==> src/rtl/mem_responder_if.sv <==
// Core data-port bus plus output-stream handshake between the core/consumer
// (master) and the memory responder (slave).
interface mem_responder_if;
   logic        mem_read;
   logic        mem_wren;
   logic [31:0] mem_addr;
   logic [1:0]  mem_size;
   logic [31:0] memwrite_data;
   logic [31:0] memread_data;
   logic        mem_stall;
   logic        out_valid;
   logic [31:0] out_data;
   logic        out_ready;
   logic        fault;
   logic [31:0] fault_addr;

   modport master (
      output mem_read, mem_wren, mem_addr, mem_size, memwrite_data, out_ready,
      input  memread_data, mem_stall, out_valid, out_data, fault, fault_addr
   );

   modport slave (
      input  mem_read, mem_wren, mem_addr, mem_size, memwrite_data, out_ready,
      output memread_data, mem_stall, out_valid, out_data, fault, fault_addr
   );
endinterface

==> src/rtl/mem_responder.sv <==
// Memory-side responder: word-organised data RAM with byte/half/word lanes,
// a memory-mapped output FIFO with status register, and a sticky
// misaligned-access fault recorder.
module mem_responder #(
   parameter int unsigned MEM_WORDS = 16,
   parameter int unsigned OUT_DEPTH = 4,
   parameter logic [31:0] OUT_ADDR  = 32'h0800_0000
) (
   input logic             clk,
   input logic             rst_n,
   mem_responder_if.slave  bus
);

   localparam int unsigned AW        = $clog2(MEM_WORDS);
   localparam int unsigned CW        = $clog2(OUT_DEPTH);
   localparam logic [31:0] STAT_ADDR = OUT_ADDR + 32'd4;
   localparam logic [CW:0] DEPTH_C   = (CW+1)'(OUT_DEPTH);

   // Storage
   logic [31:0]   ram_q  [MEM_WORDS];
   logic [31:0]   fifo_q [OUT_DEPTH];

   // State registers and next-state values
   logic [CW-1:0] wr_ptr_q, wr_ptr_d;
   logic [CW-1:0] rd_ptr_q, rd_ptr_d;
   logic [CW:0]   count_q, count_d;
   logic          full_q, full_d;
   logic          valid_q, valid_d;
   logic [31:0]   memread_q, memread_d;
   logic          fault_q, fault_d;
   logic [31:0]   fault_addr_q, fault_addr_d;

   // Decode / datapath signals
   logic          sel_out_s;
   logic          sel_stat_s;
   logic          misalign_s;
   logic          stall_s;
   logic          wr_s;
   logic          rd_s;
   logic          push_s;
   logic          pop_s;
   logic [AW-1:0] widx_s;
   logic [3:0]    be_s;
   logic [31:0]   wdat_s;
   logic [31:0]   rshift_s;
   logic [31:0]   stat_s;

   assign widx_s = bus.mem_addr[AW+1:2];

   // Address decode, alignment check and request qualification
   always_comb begin
      sel_out_s  = (bus.mem_addr == OUT_ADDR);
      sel_stat_s = (bus.mem_addr == STAT_ADDR);
      case (bus.mem_size)
         2'd0:    misalign_s = 1'b0;
         2'd1:    misalign_s = bus.mem_addr[0];
         default: misalign_s = (bus.mem_addr[1:0] != 2'b00);
      endcase
      // Stall looks only at the registered full flag, never at out_ready
      stall_s = bus.mem_wren & sel_out_s & full_q;
      wr_s    = bus.mem_wren & ~misalign_s & ~stall_s;
      rd_s    = bus.mem_read & ~bus.mem_wren & ~misalign_s;
      push_s  = wr_s & sel_out_s;
      pop_s   = valid_q & bus.out_ready;
   end

   // Byte-enable and lane-replicated write data for sub-word stores
   always_comb begin
      case (bus.mem_size)
         2'd0: begin
            be_s   = 4'b0001 << bus.mem_addr[1:0];
            wdat_s = {4{bus.memwrite_data[7:0]}};
         end
         2'd1: begin
            be_s   = bus.mem_addr[1] ? 4'b1100 : 4'b0011;
            wdat_s = {2{bus.memwrite_data[15:0]}};
         end
         default: begin
            be_s   = 4'b1111;
            wdat_s = bus.memwrite_data;
         end
      endcase
   end

   // RAM lane writes; contents survive reset
   always_ff @(posedge clk) begin
      if (wr_s && !sel_out_s && !sel_stat_s) begin
         for (int i = 0; i < 4; i++) begin
            if (be_s[i]) begin
               ram_q[widx_s][8*i +: 8] <= wdat_s[8*i +: 8];
            end
         end
      end
   end

   // Status word: pre-update count and flags
   always_comb begin
      stat_s             = 32'd0;
      stat_s[8 +: CW+1]  = count_q;
      stat_s[1]          = full_q;
      stat_s[0]          = ~valid_q;
   end

   // Read data next value: right-align the selected lanes and zero-extend
   always_comb begin
      rshift_s  = ram_q[widx_s] >> {bus.mem_addr[1:0], 3'b000};
      memread_d = memread_q;
      if (rd_s) begin
         if (sel_out_s) begin
            memread_d = 32'd0;
         end else if (sel_stat_s) begin
            memread_d = stat_s;
         end else begin
            case (bus.mem_size)
               2'd0:    memread_d = {24'd0, rshift_s[7:0]};
               2'd1:    memread_d = {16'd0, rshift_s[15:0]};
               default: memread_d = rshift_s;
            endcase
         end
      end else begin
         memread_d = memread_q;
      end
   end

   // FIFO pointer/count next state and sticky fault capture
   always_comb begin
      wr_ptr_d = push_s ? (wr_ptr_q + CW'(1)) : wr_ptr_q;
      rd_ptr_d = pop_s  ? (rd_ptr_q + CW'(1)) : rd_ptr_q;
      case ({push_s, pop_s})
         2'b10:   count_d = count_q + (CW+1)'(1);
         2'b01:   count_d = count_q - (CW+1)'(1);
         default: count_d = count_q;
      endcase
      full_d  = (count_d == DEPTH_C);
      valid_d = (count_d != (CW+1)'(0));

      fault_d      = fault_q;
      fault_addr_d = fault_addr_q;
      if (misalign_s && (bus.mem_read || bus.mem_wren)) begin
         fault_d = 1'b1;
         if (!fault_q) begin
            fault_addr_d = bus.mem_addr;
         end else begin
            fault_addr_d = fault_addr_q;
         end
      end else begin
         fault_d = fault_q;
      end
   end

   // Control/status registers and FIFO storage, cleared by async reset
   always_ff @(posedge clk or negedge rst_n) begin
      if (!rst_n) begin
         wr_ptr_q     <= '0;
         rd_ptr_q     <= '0;
         count_q      <= '0;
         full_q       <= 1'b0;
         valid_q      <= 1'b0;
         memread_q    <= 32'd0;
         fault_q      <= 1'b0;
         fault_addr_q <= 32'd0;
         for (int i = 0; i < OUT_DEPTH; i++) begin
            fifo_q[i] <= 32'd0;
         end
      end else begin
         wr_ptr_q     <= wr_ptr_d;
         rd_ptr_q     <= rd_ptr_d;
         count_q      <= count_d;
         full_q       <= full_d;
         valid_q      <= valid_d;
         memread_q    <= memread_d;
         fault_q      <= fault_d;
         fault_addr_q <= fault_addr_d;
         if (push_s) begin
            fifo_q[wr_ptr_q] <= bus.memwrite_data;
         end
      end
   end

   assign bus.memread_data = memread_q;
   assign bus.mem_stall    = stall_s;
   assign bus.out_valid    = valid_q;
   assign bus.out_data     = fifo_q[rd_ptr_q];
   assign bus.fault        = fault_q;
   assign bus.fault_addr   = fault_addr_q;

endmodule

==> src/flat_wrapper.sv <==
// flat-port wrapper written by rule: the top's interface ports become plain ports
module mem_responder_flat 
#(
   parameter int unsigned MEM_WORDS = 16,
   parameter int unsigned OUT_DEPTH = 4,
   parameter logic [31:0] OUT_ADDR  = 32'h0800_0000
)
  (clk, rst_n, bus_mem_read, bus_mem_wren, bus_mem_addr, bus_mem_size, bus_memwrite_data, bus_out_ready, bus_memread_data, bus_mem_stall, bus_out_valid, bus_out_data, bus_fault, bus_fault_addr);
  mem_responder_if bus_i ();
  input logic clk;
  input logic rst_n;
  input wire logic [$bits(bus_i.mem_read)-1:0] bus_mem_read;
  input wire logic [$bits(bus_i.mem_wren)-1:0] bus_mem_wren;
  input wire logic [$bits(bus_i.mem_addr)-1:0] bus_mem_addr;
  input wire logic [$bits(bus_i.mem_size)-1:0] bus_mem_size;
  input wire logic [$bits(bus_i.memwrite_data)-1:0] bus_memwrite_data;
  input wire logic [$bits(bus_i.out_ready)-1:0] bus_out_ready;
  output wire logic [$bits(bus_i.memread_data)-1:0] bus_memread_data;
  output wire logic [$bits(bus_i.mem_stall)-1:0] bus_mem_stall;
  output wire logic [$bits(bus_i.out_valid)-1:0] bus_out_valid;
  output wire logic [$bits(bus_i.out_data)-1:0] bus_out_data;
  output wire logic [$bits(bus_i.fault)-1:0] bus_fault;
  output wire logic [$bits(bus_i.fault_addr)-1:0] bus_fault_addr;
  assign bus_i.mem_read = bus_mem_read;
  assign bus_i.mem_wren = bus_mem_wren;
  assign bus_i.mem_addr = bus_mem_addr;
  assign bus_i.mem_size = bus_mem_size;
  assign bus_i.memwrite_data = bus_memwrite_data;
  assign bus_i.out_ready = bus_out_ready;
  assign bus_memread_data = bus_i.memread_data;
  assign bus_mem_stall = bus_i.mem_stall;
  assign bus_out_valid = bus_i.out_valid;
  assign bus_out_data = bus_i.out_data;
  assign bus_fault = bus_i.fault;
  assign bus_fault_addr = bus_i.fault_addr;
  mem_responder #(.MEM_WORDS(MEM_WORDS), .OUT_DEPTH(OUT_DEPTH), .OUT_ADDR(OUT_ADDR)) u_core (.clk(clk), .rst_n(rst_n), .bus(bus_i));
endmodule
==> config.mk <==
export PLATFORM = sky130hd
export DESIGN_NAME = mem_responder_flat
export DESIGN_NICKNAME = d
export VERILOG_FILES = /design/src/rtl/mem_responder_if.sv /design/src/rtl/mem_responder.sv /design/src/flat_wrapper.sv
export SDC_FILE = /design/constraint.sdc
export NUM_CORES = 1
export LEC_CHECK = 0
export ABC_AREA = 1
export CAP_MARGIN = 20
export CORE_MARGIN = 5
export CORE_UTILIZATION = 40
export CTS_CLUSTER_DIAMETER = 40
export CTS_CLUSTER_SIZE = 30
export DETAILED_ROUTE_END_ITERATION = 7
export MAX_ROUTING_LAYER = met4
export PLACE_DENSITY_LB_ADDON = 0.15
export SYNTH_ARGS = -nofsm -noshare
export SYNTH_HDL_FRONTEND = slang
export SYNTH_SLANG_ARGS = --single-unit
export TNS_END_PERCENT = 10
==> constraint.sdc <==
create_clock -name clk -period 2.8 [get_ports clk]
set_clock_uncertainty 0.05 [all_clocks]
set_input_delay 0.56 -clock clk [delete_from_list [all_inputs] [get_ports clk]]
set_output_delay 0.56 -clock clk [all_outputs]
set_load 0.02 [all_outputs]
==> key figures <==
Yosys
  – Mapped Avg Cell Area: 11.1 um^2
  – Post-synth EDFFs: 512
  – Mapped cell area: 29300 um^2
  – Ys flop type: edfxtp_1
  – Post-Syn Nets: 2711
  – Synth area leaders: edfxtp_1 52%, dfrtp_1 17%, nand2_1 12%
  – Register area share after synthesis: 69.7%
  – #FFs+latches synth: 714
  – Synth Instances: 2634
  – Ys Warns: 0
  – Async S/R FF share, synth: 28.3%
  – Post-synth top cells: 918 x nand2_1, 512 x edfxtp_1, 223 x nor2_1, 202 x dfrtp_1, 134 x o21ai_1
  – Unique cell type count in the Yosys netlist: 39
  – Most frequent cell after synthesis: nand2_1
  – Yosys top cell area share: 52.5%
  – Leading area contributor after synthesis: edfxtp_1

Pwr
  – Leakage power: 15.4 nW
  – Peak supply drop: 0.644 mV
  – Pwr Density: 758 nW/um^2
  – Power Total: 28.8 mW

Floorplan
  – Die Y: 281 um
  – Core area: 72800 um^2
  – Initial Utilization: 40.2%
  – Io pins: 170
  – Full die area: 78800 um^2
  – Die W: 281 um
  – Row cnt: 99

Global routing
  – First-pass GRT wire length: 138000 um
  – Initial antenna violation count: 0
  – GR Overflow Total: 0
  – Vias in the first global route: 22100
  – Total global-route track usage: 23.8%
  – Largest net degree at the start of global routing: 66

Placement
  – GPL Wtd Cong: 0.868
  – DP Cell Count: 3950
  – Post-place setup slack: -516 ps
  – Port bufs: 169
  – DP HPWL: 63900 um
  – Post-DP Area: 34600 um^2

Drt
  – Residual DRC count: 0
  – First DRT Iteration DRCs: 2128
  – Wire per inst: 22.3 um
  – Routed vias/inst: 5.29
  – Pre-Repair DR Iteration Count: 6
  – Vias post-DR: 21900
  – Routed Antenna Nets: 0
  – DRT Wirelength: 92400 um

Critical path
  – Setup crit end kind: output pin
  – Startpoint types: flip-flop
  – Crit path max-delay cell type: dfrtp_2
  – Worst path cell trace: buf_12 -> o21ai_0 -> o22ai_1 -> clkdlybuf4s15_2
  – CP max stage delay: 400 ps
  – CP required: 2190 ps
  – Worst Path Arrival: 2120 ps
  – Delay-heaviest family, CP: buffers and inverters
  – Critical Path Fanout Max: 65
  – Worst R2R Setup Slack: 750 ps
  – WS Path Type: flip-flop to output pin
  – Buf/Inv on CP: 2

Clock tree
  – CTS Buf Count: 101
  – Clk sinks: 714
  – Worst-skew pair later-pin latency: 660 ps
  – Clock Path Buffers: 3
  – Root buffer cell: clkbuf_16
  – TritonCTS clock tree: done
  – # H-tree levels: 3
  – Worst-path clk slew: 60 ps

Finish
  – Antenna Cells: 0
  – Final Cell Area: 38000 um^2
  – P&R area growth vs syn: 29.6%
  – Layout cells sized above 1: 17.9%
  – Filler cell count: 6327
  – Fin nets: 3174
  – Fin cells: 4142
  – Core Util, Final: 52.2%

Timing
  – Worst slew margin: 62.8%
  – Worst slew pin tran: 559 ps
  – Aggregate negative setup slack: 0 ps
  – Final Critical Period: 2730 ps
  – Max Clk Rate: 0.366 GHz
  – # setup viols final: 0
  – Worst hold slack: 416 ps
  – Max Transition Viols Final: 0
  – Fin. Hold Viols: 0
  – RSZ-0062 raised after global routing: true
  – Post-route setup slack: 65.5 ps
  – Final period utilization: 97.7%

Job
  – Max Cap Violations: 0

Worst hold path
  – Hold Path Class: input pin to async pin

Outcome
  – Status: finished, final reports clean
## metal layers
layer	vias to the layer above	GRT usage, %	wire length [um]
li1	10100	-	-
met5	-	-	0
met1	10900	31.4	38600
met4	0	6.03	2310
met2	768	39.0	45800
met3	146	3.67	5670
## state kept, by name (all words and copies together) (netlist names)
register	count
u_core.bus.fault	1
u_core.bus.fault_addr	32
u_core.bus.memread_data	32
u_core.bus.out_valid	1
u_core.count_q	3
u_core.fifo_q	128
u_core.full_q	1
u_core.ram_q	512
u_core.rd_ptr_q	2
u_core.wr_ptr_q	2
## placed cells by master (no fill, tap or decap), drive strengths merged
cell and n:
a21oi 18, a22oi 129, buf 331, bufinv 5, clkbuf 131, clkdlybuf4s15 4, clkdlybuf4s50 134, clkinv 43
clkinvlp 9, dfrtp 202, dlygate4sd2 14, dlygate4sd3 1, edfxtp 512, fa 1, ha 5, inv 94
mux2 19, nand2 918, nand3 29, nand3b 1, nand4 55, nor2 231, nor3 9, nor3b 1
nor4 2, o21ai 237, o221ai 8, o22ai 33, or2 3, xnor2 1, xor2 3
## final cells by class
class | instances | area (um^2) | area share (%)
inverters | 78 | 295 | 0.777
clock inverters | 73 | 719 | 1.89
multi-input cells | 1703 | 8020 | 21.1
well taps | 959 | 1200 | 3.16
repair buffers | 499 | 4670 | 12.3
clock buffers | 116 | 2650 | 6.97
flip-flops and latches | 714 | 20400 | 53.8
## worst paths after layout
path / startpoint / to / cells after the start
worst min-delay path: rst_n / u_core.bus.fault$_DFFE_PN0P_ / 2
worst max register to register: u_core.bus.out_valid$_DFF_PN0_ / u_core.full_q$_DFF_PN0_ / 10
worst max-delay path: u_core.rd_ptr_q[0]$_DFFE_PN0P_ / bus_out_data[29] / 4
min in group clk: u_core.bus.memread_data[28]$_DFFE_PN0P_ / u_core.bus.memread_data[28]$_DFFE_PN0P_ / 2
worst min register to register: u_core.bus.memread_data[28]$_DFFE_PN0P_ / u_core.bus.memread_data[28]$_DFFE_PN0P_ / 2
max in group asynchronous: rst_n / u_core.fifo_q[5]$_DFFE_PN0P_ / 3
## worst reg2reg max path, stage by stage (launching register included)
cell     delay (ps)
dfrtp_1         410
nand2_1         160
inv_1           130
ha_1            150
inv_1            60
fa_1            370
a21oi_1         140
o21ai_0         110
xor2_1          190
inv_1            90
nor3_2          100
## power breakdown
part / switching, mW / total [mW] / internal, mW
sequential: 0.117 / 11.8 / 11.6
clock: 5.00 / 12.4 / 7.40
combinational: 3.01 / 4.62 / 1.61
total: 8.12 / 28.8 / 20.7
## what timing repair did
| action | 4_1_cts | 5_1_grt |
|---|---|---|
| hold buffers | 1 | 0 |
| endpoints found under the setup margin | 33 | 24 |
| gates resized for setup | 48 | 32 |
| pin swaps | 1 | 6 |
| endpoints found under the hold margin | 60 | 0 |
| setup buffers | 0 | 2 |
## kinds of logic after synthesis
| group | count (synthesis) | synth area share [%] |
|---|---|---|
| xor+xnor | 4 | 0.120 |
| buf+inv | 217 | 3.13 |
| flops | 714 | 69.7 |
| fa+ha+maj | 6 | 0.282 |
| compound gates | 425 | 8.62 |
| mux | 19 | 0.730 |
| simple gates | 1249 | 17.4 |
Power figures use the tool's default switching activity.
